### src/rtl/lvds_tx_pkg.sv
// Shared types and constants for the LVDS transmit frame scheduler.
// Holds the state encoding, default line bytes and the header encoding.
package lvds_tx_pkg;

  typedef enum logic [2:0] {
    ST_TRAIN,
    ST_IDLE,
    ST_SOF,
    ST_HDR,
    ST_PAYLOAD,
    ST_CHK
  } state_e;

  localparam logic [7:0] DEF_TRAIN_BYTE = 8'hA5;
  localparam logic [7:0] DEF_IDLE_BYTE  = 8'hBC;
  localparam logic [7:0] DEF_SOF_BYTE   = 8'hFB;

  // Header byte carries the granted channel number in its LSB.
  function automatic logic [7:0] hdr_byte(input logic grant);
    return {7'b0, grant};
  endfunction

endpackage

### src/rtl/lvds_tx_scheduler_rr_arbiter2.sv
// Two-way round-robin arbiter: on a tie the channel not granted last wins.
// The last-grant register only moves when the caller commits a grant.
module rr_arbiter2 (
  input  logic       data_clk,
  input  logic       rst,
  input  logic [1:0] req,
  input  logic       advance,
  output logic       grant
);

  logic last_grant;

  // NOTE: every always_comb output gets a default first so no latch is inferred.
  always_comb begin
    grant = ~last_grant;
    if (req == 2'b01) begin
      grant = 1'b0;
    end else if (req == 2'b10) begin
      grant = 1'b1;
    end
  end

  // Resetting to 1 makes ch0 the winner of the first tie.
  always_ff @(posedge data_clk) begin
    if (rst) begin
      last_grant <= 1'b1;
    end else if (advance) begin
      last_grant <= grant;
    end
  end

endmodule

### src/rtl/lvds_tx_scheduler.sv
// Byte-per-cycle frame scheduler in front of the LVDS serializer: training,
// idle fill, and SOF/header/payload/XOR-checksum frames from two requesters.
module lvds_tx_scheduler
  import lvds_tx_pkg::*;
#(
  parameter int         TRAIN_CYCLES = 64,
  parameter int         MAX_LEN      = 16,
  parameter logic [7:0] TRAIN_BYTE   = DEF_TRAIN_BYTE,
  parameter logic [7:0] IDLE_BYTE    = DEF_IDLE_BYTE,
  parameter logic [7:0] SOF_BYTE     = DEF_SOF_BYTE
) (
  input  logic        data_clk,
  input  logic        rst,
  input  logic        enable,
  input  logic [1:0]  ch_valid,
  input  logic [15:0] ch_data,
  input  logic [1:0]  ch_last,
  output logic [1:0]  ch_ready,
  output logic [7:0]  tx_data,
  output logic        tx_frame,
  output logic        underrun,
  output logic [15:0] frame_count
);

  localparam logic [15:0] TRAIN_LAST = 16'(TRAIN_CYCLES - 1);
  localparam logic [7:0]  LEN_LAST   = 8'(MAX_LEN - 1);

  state_e      state;
  logic [15:0] train_cnt;
  logic [7:0]  len_cnt;
  logic [7:0]  chk;
  logic        grant_q;
  logic        arb_grant;
  logic        start;
  logic        sel_valid;
  logic        sel_last;
  logic [7:0]  sel_data;

  assign start = (state == ST_IDLE) && enable && (ch_valid != 2'b00);

  rr_arbiter2 u_arb (
    .data_clk (data_clk),
    .rst      (rst),
    .req      (ch_valid),
    .advance  (start),
    .grant    (arb_grant)
  );

  always_comb begin
    sel_valid = ch_valid[grant_q];
    sel_last  = ch_last[grant_q];
    sel_data  = grant_q ? ch_data[15:8] : ch_data[7:0];
  end

  // Decoded from registers only, so the requester sees no input-to-ready path.
  always_comb begin
    ch_ready = 2'b00;
    if (state == ST_PAYLOAD) begin
      ch_ready[grant_q] = 1'b1;
    end
  end

  // Each state's byte is registered on the edge leaving it, keeping tx_data
  // and tx_frame aligned one cycle behind the state that produced them.
  // NOTE: sequential state uses <= so every branch reads pre-edge values.
  always_ff @(posedge data_clk) begin
    if (rst) begin
      state       <= ST_TRAIN;
      tx_data     <= TRAIN_BYTE;
      tx_frame    <= 1'b0;
      underrun    <= 1'b0;
      frame_count <= 16'd0;
      train_cnt   <= 16'd0;
      len_cnt     <= 8'd0;
      chk         <= 8'd0;
      grant_q     <= 1'b0;
    end else begin
      underrun <= 1'b0;
      case (state)
        ST_TRAIN: begin
          tx_data  <= TRAIN_BYTE;
          tx_frame <= 1'b0;
          if (train_cnt == TRAIN_LAST) begin
            state <= ST_IDLE;
          end else begin
            train_cnt <= train_cnt + 16'd1;
          end
        end
        ST_IDLE: begin
          tx_data  <= IDLE_BYTE;
          tx_frame <= 1'b0;
          if (start) begin
            grant_q <= arb_grant;
            state   <= ST_SOF;
          end
        end
        ST_SOF: begin
          tx_data  <= SOF_BYTE;
          tx_frame <= 1'b1;
          state    <= ST_HDR;
        end
        ST_HDR: begin
          tx_data  <= hdr_byte(grant_q);
          tx_frame <= 1'b1;
          chk      <= 8'd0;
          len_cnt  <= 8'd0;
          state    <= ST_PAYLOAD;
        end
        ST_PAYLOAD: begin
          tx_frame <= 1'b1;
          if (sel_valid) begin
            tx_data <= sel_data;
            chk     <= chk ^ sel_data;
            len_cnt <= len_cnt + 8'd1;
            if (sel_last || (len_cnt == LEN_LAST)) begin
              state <= ST_CHK;
            end
          end else begin
            // Inverted checksum guarantees the far end rejects the aborted frame.
            tx_data  <= ~chk;
            underrun <= 1'b1;
            state    <= ST_IDLE;
          end
        end
        ST_CHK: begin
          tx_data     <= chk;
          tx_frame    <= 1'b1;
          frame_count <= frame_count + 16'd1;
          state       <= ST_IDLE;
        end
        default: begin
          tx_data  <= TRAIN_BYTE;
          tx_frame <= 1'b0;
          state    <= ST_TRAIN;
        end
      endcase
    end
  end

endmodule

### config.mk
export PLATFORM = sky130hd
export DESIGN_NAME = lvds_tx_scheduler
export DESIGN_NICKNAME = d
export VERILOG_FILES = /design/src/rtl/lvds_tx_pkg.sv /design/src/rtl/lvds_tx_scheduler_rr_arbiter2.sv /design/src/rtl/lvds_tx_scheduler.sv
export SDC_FILE = /design/constraint.sdc
export NUM_CORES = 1
export LEC_CHECK = 0
export CORE_UTILIZATION = 23
export DETAILED_ROUTE_END_ITERATION = 16
export PLACE_DENSITY = 0.38
export SLEW_MARGIN = 20
export SYNTH_ARGS = -nofsm -noshare
export SYNTH_HDL_FRONTEND = slang
export SYNTH_SLANG_ARGS = --single-unit
### constraint.sdc
create_clock -name data_clk -period 4.66 [get_ports data_clk]
set_input_delay 0.932 -clock data_clk [delete_from_list [all_inputs] [get_ports data_clk]]
set_output_delay 0.932 -clock data_clk [all_outputs]
set_load 0.05 [all_outputs]
Word level (Yosys, flattened, before mapping). Index checks and enable logic that the tools add are counted.

Eq/ne operators: 13. Muxes and demuxes: 23. Order comparisons: 2. Add/subtract/negate cells: 3. Reductions and logical operators: 13. Bitwise logic cells: 5.

Operator list (count): $pmux 8 s5 (1); $add 16x1->16 const B (2); $mux 8 (4); $pmux 8 s2 (2); $pmux 3 s6 (1); $eq 16x6->1 const B (1); $mux 3 (4); $mux 1 (9); $add 8x1->8 const B (1); $eq 8x4->1 const B (1); $not 8->8 (1); $xor 8x8->8 (1); $eq 3x2->1 const B (2); $eq 3x3->1 const B (2); $ne 2x2->1 const B (3); $reduce_and 2->1 (3); $reduce_bool 2->1 (2); $reduce_or 4->1 (1); $eq 3x1->1 const B (1); $logic_and 1x1->1 (3); $logic_not 3->1 (1); $ne 3x2->1 const B (1); $not 1->1 (3); $reduce_and 3->1 (1); 8 further kinds (8).

Word-level logic and storage cells: 69. Bits in registers: 63. Bits of input ports: 23. Output and inout port bits: 28.

Depth between registers and ports, before layout. Gate-level depths: netlist (run 1).

Depth after elaboration: 6. Depth in mapped cells: 7.

Hierarchy. From an unflattened synthesis (run 1), not the netlist that was laid out.

Cells, all modules: 356. Area, all modules: 3036.7 sq um.

By module, submodules not included: lvds_tx_scheduler (times used 1, cells an instance 349, seq. area each 1241.2 sq um, area an instance 2976.6 sq um); rr_arbiter2 (times used 1, cells an instance 7, seq. area each 20.0 sq um, area an instance 60.1 sq um).

Worst setup path before layout (run 1). OpenSTA, ideal clock, no wires.

Path type: register to output. Start point: reg state[1]. End point: out ch_ready[0]. Path buffers: 2. Slack: 2005 ps. Required time: 3728 ps. Stages on the path, launching flop included: 5. Data arrival time: 1723 ps. Path through: dfxtp_1 -> buf_6 -> clkbuf_1 -> or3b_2 -> nor2_1.

Word-level cells in the longest chain between the ends: 2.

RTL lines: from (decl) (RTL line lvds_tx_scheduler.sv:28) `state_e state;`; from (signal assigned) (RTL line lvds_tx_scheduler.sv:68) `state <= ST_TRAIN;`; from (signal assigned) (RTL line lvds_tx_scheduler.sv:84) `state <= ST_IDLE;`; from (signal assigned) (RTL line lvds_tx_scheduler.sv:94) `state <= ST_SOF;`; $eq 3x3->1 (RTL line lvds_tx_scheduler.sv:58) `if (state == ST_PAYLOAD) begin`; $mux 2 (RTL line lvds_tx_scheduler.sv:58); to (decl) (RTL line lvds_tx_scheduler.sv:18) `output logic [1:0] ch_ready,`.

Every way passes these cells.

Worst setup path in the final report (run 1).
Start point: reg state[2]. End point: out ch_ready[0].

The elaborated chain is that of the path after synthesis.

==> impl_metrics.ini, run 1 <==
[clocking]
postCtsSetupBuffers = 0
post_cts_resized = 0
cts_tree = built
cts_root_buf = clkbuf_16
cts_sinks = 63
h-tree-depth = 3
clock_path_buffers = 2
clock_latency_ns = 0.33
clk_pin_slew_ns = 0.05
cts-hold-fix-buffers = 0
cts_buffers = 9

[worst_setup_path]
cp_slowest_stage_delay_ns = 0.84
worstRegToRegCells = 5
cp.required_ns = 3.73
arrival_ns = 2.60
path_buf_inv = 1
worstSetupEndpointType = output pin
critPathSlowestCell = clkdlybuf4s50_1
crit_fanout = 20
crit_family = buffers and inverters
cp_cell_sequence = or3b_2, nor2_1, clkdlybuf4s50_1
r2r_setup_slack_ns = 2.32
r2r_start = grant_q$_SDFFE_PP0P_
path_class = reg -> out
r2r_end = len_cnt[7]$_SDFFE_PP0P_
cp_num_cells = 3
cp-start-kind = flip-flop
critPathLaunch = state[2]$_SDFFE_PP0P_
crit_end = ch_ready[0]

[synth]
synthTopCellsByArea = dfxtp_1 (39%), a21oi_1 (5.4%), or3_1 (3.9%)
yosys.cell_count.top_type = dfxtp_1
synth_common_cells = dfxtp_1 (63), a21oi_1 (35), nand2_1 (29), nor2_1 (29), o21ai_0 (21)
ys_types = 55
yosys.area.top_type_share_pct = 39.1
syn_area_per_cell_um2 = 8.64
synthesis.area_um2 = 3220
ys_seq_area_share_pct = 39.1
syn-instance-count = 373
synth_top_cell_by_area = dfxtp_1
yosys_register_bits = 63
yosys_warnings = 0
synth-async-reset-ratio_pct = 0
ys.flop_type = dfxtp_1
synth_edf_count = 0
synth_nets = 399

[timing]
setup_tns_ns = 0
max-slew-margin-rel_pct = 38.8
fmax_mhz = 283
setup_viol = 0
fin_crit_sh_pct = 75.9
drv_slew = 0
fin_skew_ns = 0.00489
worstMarginPinSlew_ns = 0.919
min_period_ns = 3.53
rsz0062_at_grt = no
hold_violations = 0

[layout]
nNetsFinal = 439
drive_above_1_share_pct = 8.37
fin_cells = 594
syn2layout_area_growth_pct = 31.4
n_antenna_cell = 0

[min_path]
hold_path_depth = 2
hold_path.class = reg -> reg

[global_route]
grt_pass1_vias = 2725
grt_usage_pct = 12.1
grt_max_degree = 58
overflow = 0
grt_pass1_wl_um = 13600
antenna_found_initial = 0

[die]
die_area_um2 = 14500
initial_utilization_pct = 24.0
core_area_um2 = 13500
die_x_um = 120
std_cell_rows = 42
dieHeight_um = 120
io_pins = 51

[placement]
gp_congestion = 0.685
dp.cells = 578
dp_hpwl_um = 5560
io_buffer_count = 50

[detailed_routing]
via_per_inst = 4.74
drc = 0
vias = 2818
first_pass_iters = 4
avgRoutedWirePerCell_um = 13.8
drt_iter0_markers = 131
routed_wl_um = 8220
ant_nets = 0

[status]
outcome = complete, no violations

[power]
power_mw = 1.49
power_density_nw_per_um2 = 351
irDropWorstVdd_mv = 0.156
leakage_nw = 1.36

[run]
cap_violations = 0
[worst register-to-register path, cell delays in order, from the launching register on]
cell and delay (ns):
dfxtp_1 0.85, mux2_4 0.40, a21oi_1 0.09, buf_4 0.24
or4_1 0.53, a21oi_1 0.14
[registers in the layout, summed over array words and instances, names as in the netlist]
signal	count
grant_q	1
tx_frame	1
u_arb.last_grant	1
tx_data	8
state	3
chk	8
train_cnt	16
frame_count	16
len_cnt	8
underrun	1
[metrics by stage]
stage                     setup slack, ns  hold WS (ns)  util, %  area (µm²)
after floorplan                      2.01         0.444        -        3220
after global placement               1.49         0.454     28.6        3840
after detailed placement             1.48         0.465     28.6        3840
after CTS                            1.10         0.472     31.5        4240
after global routing                0.989         0.498     31.5        4240
final                                1.13         0.474     31.5        4240
[per-layer routing]
layer	wire (µm)	GRT usage [%]	part of all wire, %
met1	4140	15.8	50
met3	321	3.11	3.9
met4	152	5.79	1.8
met2	3610	18.4	44
met5	0	0	0
[logic make-up (layout without fill, tap and decap cells)]
family,Yosys count,count (layout),share of synthesized area (%)
adders and majority gates,3,3,1.16
DFF,63,63,39.1
buffers and inverters,30,75,4.35
xor gates and xnor gates,14,14,3.80
AOI/OAI and AO/OA,80,80,14.4
and+or+nand+nor,163,163,30.3
muxes,20,20,6.79
[report_power, final]
part | leakage [nW] | internal, mW | switching (mW)
combinational | 0.662 | 0.0254 | 0.0242
sequential | 0.508 | 0.541 | 0.00328
clock | 0.193 | 0.644 | 0.248
[layout by cell type, fill, tap and decap left out, drive strengths merged, types with 2 or more instances in the layout]
master / count
dfxtp: 63
ha: 3
or2: 3
xnor2: 10
buf: 3
and3b: 2
nand2b: 4
inv: 7
o221ai: 2
a22oi: 4
or3: 21
clkdlybuf4s50: 49
or4: 8
nor2b: 5
mux2: 9
nand3: 20
a21oi: 35
mux2i: 11
or3b: 2
nor4: 11
and2: 3
a31o: 3
o41ai: 2
o31ai: 5
nor3: 7
bufinv: 5
o211ai: 2
clkbuf: 10
o21ai: 24
xor2: 4
nand4: 11
nand2: 29
nor2: 29
[area by class of cell]
cell class,instances,area (µm²)
clock buffer,10,239
tap,176,220
timing repair buffer,52,510
inverter,7,26.3
sequential,63,1260
multi-input combinational,280,1820
fill,1425,9220
clock inverter,6,155
[worst min path at each step]
stage                                         end  slack (ns)                    start
final                     len_cnt[1]$_SDFFE_PP0P_        0.47  len_cnt[1]$_SDFFE_PP0P_
after global routing      len_cnt[7]$_SDFFE_PP0P_        0.50  len_cnt[7]$_SDFFE_PP0P_
after CTS                 len_cnt[1]$_SDFFE_PP0P_        0.47  len_cnt[1]$_SDFFE_PP0P_
after detailed placement  len_cnt[1]$_SDFFE_PP0P_        0.47  len_cnt[1]$_SDFFE_PP0P_
after global placement    len_cnt[1]$_SDFFE_PP0P_        0.45  len_cnt[1]$_SDFFE_PP0P_
after floorplan           len_cnt[1]$_SDFFE_PP0P_        0.44  len_cnt[1]$_SDFFE_PP0P_
(Power assumes the default switching activity.)
==> run 2: changes to the inputs <==
--- a/config.mk
+++ b/config.mk
@@ -7,7 +7,7 @@
 export LEC_CHECK = 0
 export CORE_UTILIZATION = 23
 export DETAILED_ROUTE_END_ITERATION = 16
-export PLACE_DENSITY = 0.38
+export PLACE_DENSITY = 0.39
 export SLEW_MARGIN = 20
 export SYNTH_ARGS = -nofsm -noshare
 export SYNTH_HDL_FRONTEND = slang
==> constraint.sdc (replaced) <==
create_clock -name data_clk -period 2.9 [get_ports data_clk]
set_input_delay 0.58 -clock data_clk [delete_from_list [all_inputs] [get_ports data_clk]]
set_output_delay 0.58 -clock data_clk [all_outputs]
set_load 0.05 [all_outputs]
==> impl_metrics.ini, run 2 (synthesized netlist as in run 1, its figures left out) <==
[status]
outcome = complete, no violations

[clocking]
cts_sinks = 63
cts_tree = built
postCtsSetupBuffers = 0
clock_path_buffers = 2
cts-hold-fix-buffers = 0
h-tree-depth = 3
cts_root_buf = clkbuf_16
post_cts_resized = 0
clock_latency_ns = 0.33
clk_pin_slew_ns = 0.05
cts_buffers = 9

[timing]
fin_skew_ns = 0.00683
min_period_ns = 2.54
whs_ns = 0.479
fmax_mhz = 393
rsz0062_at_grt = no
worstMarginPinSlew_ns = 0.845
fin_crit_sh_pct = 87.8
drv_slew = 0
setup_viol = 0
setup_tns_ns = 0
hold_violations = 0
max-slew-margin-rel_pct = 43.6

[worst_setup_path]
path_class = reg -> out
r2r_start = state[0]$_SDFFE_PP0P_
cp-start-kind = flip-flop
critPathLaunch = state[0]$_SDFFE_PP0P_
worstSetupEndpointType = output pin
arrival_ns = 1.96
r2r_setup_slack_ns = 0.62
cp.required_ns = 2.32
r2r_end = frame_count[15]$_SDFFE_PP0N_
crit_fanout = 21
worstRegToRegCells = 4

[layout]
n_antenna_cell = 0
nNetsFinal = 445
fin_area_um2 = 4200
fin_cells = 600
syn2layout_area_growth_pct = 30.4
layout_commonest_cell = dfxtp_1
final_cell_mix = dfxtp_1 (63), clkdlybuf4s50_1 (47), a21oi_1 (35)
top_regs = frame_count (16), train_cnt (16)
drive_above_1_share_pct = 9.91
final.fill_count = 1458

[detailed_routing]
vias = 2882
ant_nets = 0
routed_wl_um = 8250
avgRoutedWirePerCell_um = 13.7
via_per_inst = 4.80
drc = 0
drt_iter0_markers = 157
first_pass_iters = 4

[die]
io_pins = 51
initial_utilization_pct = 24.0
std_cell_rows = 42
die_area_um2 = 14500
dieHeight_um = 120
die_x_um = 120
core_area_um2 = 13500

[run]
cap_violations = 0

[global_route]
overflow = 0
grt_usage_pct = 12.4
grt_max_degree = 40
antenna_found_initial = 0
grt_pass1_vias = 2786
grt_pass1_wl_um = 14100

[min_path]
min_to = len_cnt[3]$_SDFFE_PP0P_
hold_path_depth = 2
hold_path.class = reg -> reg
holdCritStartpoint = len_cnt[3]$_SDFFE_PP0P_

[placement]
placed_cell_area_um2 = 3890
dp_hpwl_um = 5720
gp_congestion = 0.747
io_buffer_count = 50
dp.cells = 584

[power]
leakage_nw = 1.36
irDropWorstVdd_mv = 0.256
power_mw = 2.07
power_density_nw_per_um2 = 493
[run 2: changes by cell type in the layout (fill, tap and decap cells not counted), moves of 2 or more]
cell | previous run | this run
bufinv_16 | 5 | 1
buf_4 | 2 | 9
clkbuf_8 | 1 | 3
clkdlybuf4s50_1 | 49 | 47
[run 2: where the power goes]
group	total, mW	switching (mW)	leakage [nW]	internal, mW
Sequential	0.875	0.00510	0.508	0.870
Combinational	0.0816	0.0399	0.700	0.0417
Clock	1.12	0.383	0.156	0.733
Total	2.07	0.428	1.36	1.64
[run 2: final cells by class]
type,instances,area [µm²],share of cell area [%]
inverter,7,26.3,0.625
timing repair buffer,58,563,13.4
tap,176,220,5.24
clock buffer,13,270,6.43
clock inverter,3,40.0,0.952
sequential,63,1260,30.0
multi-input combinational,280,1820,43.4
[run 2: worst max path at each step]
| stage | end | slack [ns] |
|---|---|---|
| 2_1_floorplan | ch_ready[0] | 0.60 |
| 3_3_place_gp | len_cnt[7]$_SDFFE_PP0P_ | 0.46 |
| 3_5_place_dp | len_cnt[7]$_SDFFE_PP0P_ | 0.41 |
| 4_1_cts | ch_ready[0] | 0.34 |
| 5_1_grt | ch_ready[0] | 0.26 |
| 6_report | ch_ready[0] | 0.36 |
[run 2: critical path, stage by stage, from the launching register on]
cell	delay [ns]
dfxtp_1	0.58
or3b_2	0.61
nor2_1	0.26
buf_12	0.18
[run 2: through the flow]
| step | util (%) | setup slack (ns) |
|---|---|---|
| final | 31.3 | 0.355 |
| after global routing | 31.3 | 0.258 |
| after CTS | 31.3 | 0.337 |
| after detailed placement | 28.9 | 0.413 |
| after global placement | 28.9 | 0.455 |
| after floorplan | - | 0.597 |
[run 2: routing by layer]
layer | track usage [%] | wire [µm] | up-vias | share of wire, %
li1 | - | - | 1464 | -
met1 | 16.5 | 4130 | 1371 | 50
met2 | 19.0 | 3710 | 36 | 45
met3 | 2.12 | 248 | 11 | 3.0
met4 | 6.56 | 165 | 0 | 2.0
met5 | 0 | 0 | - | 0
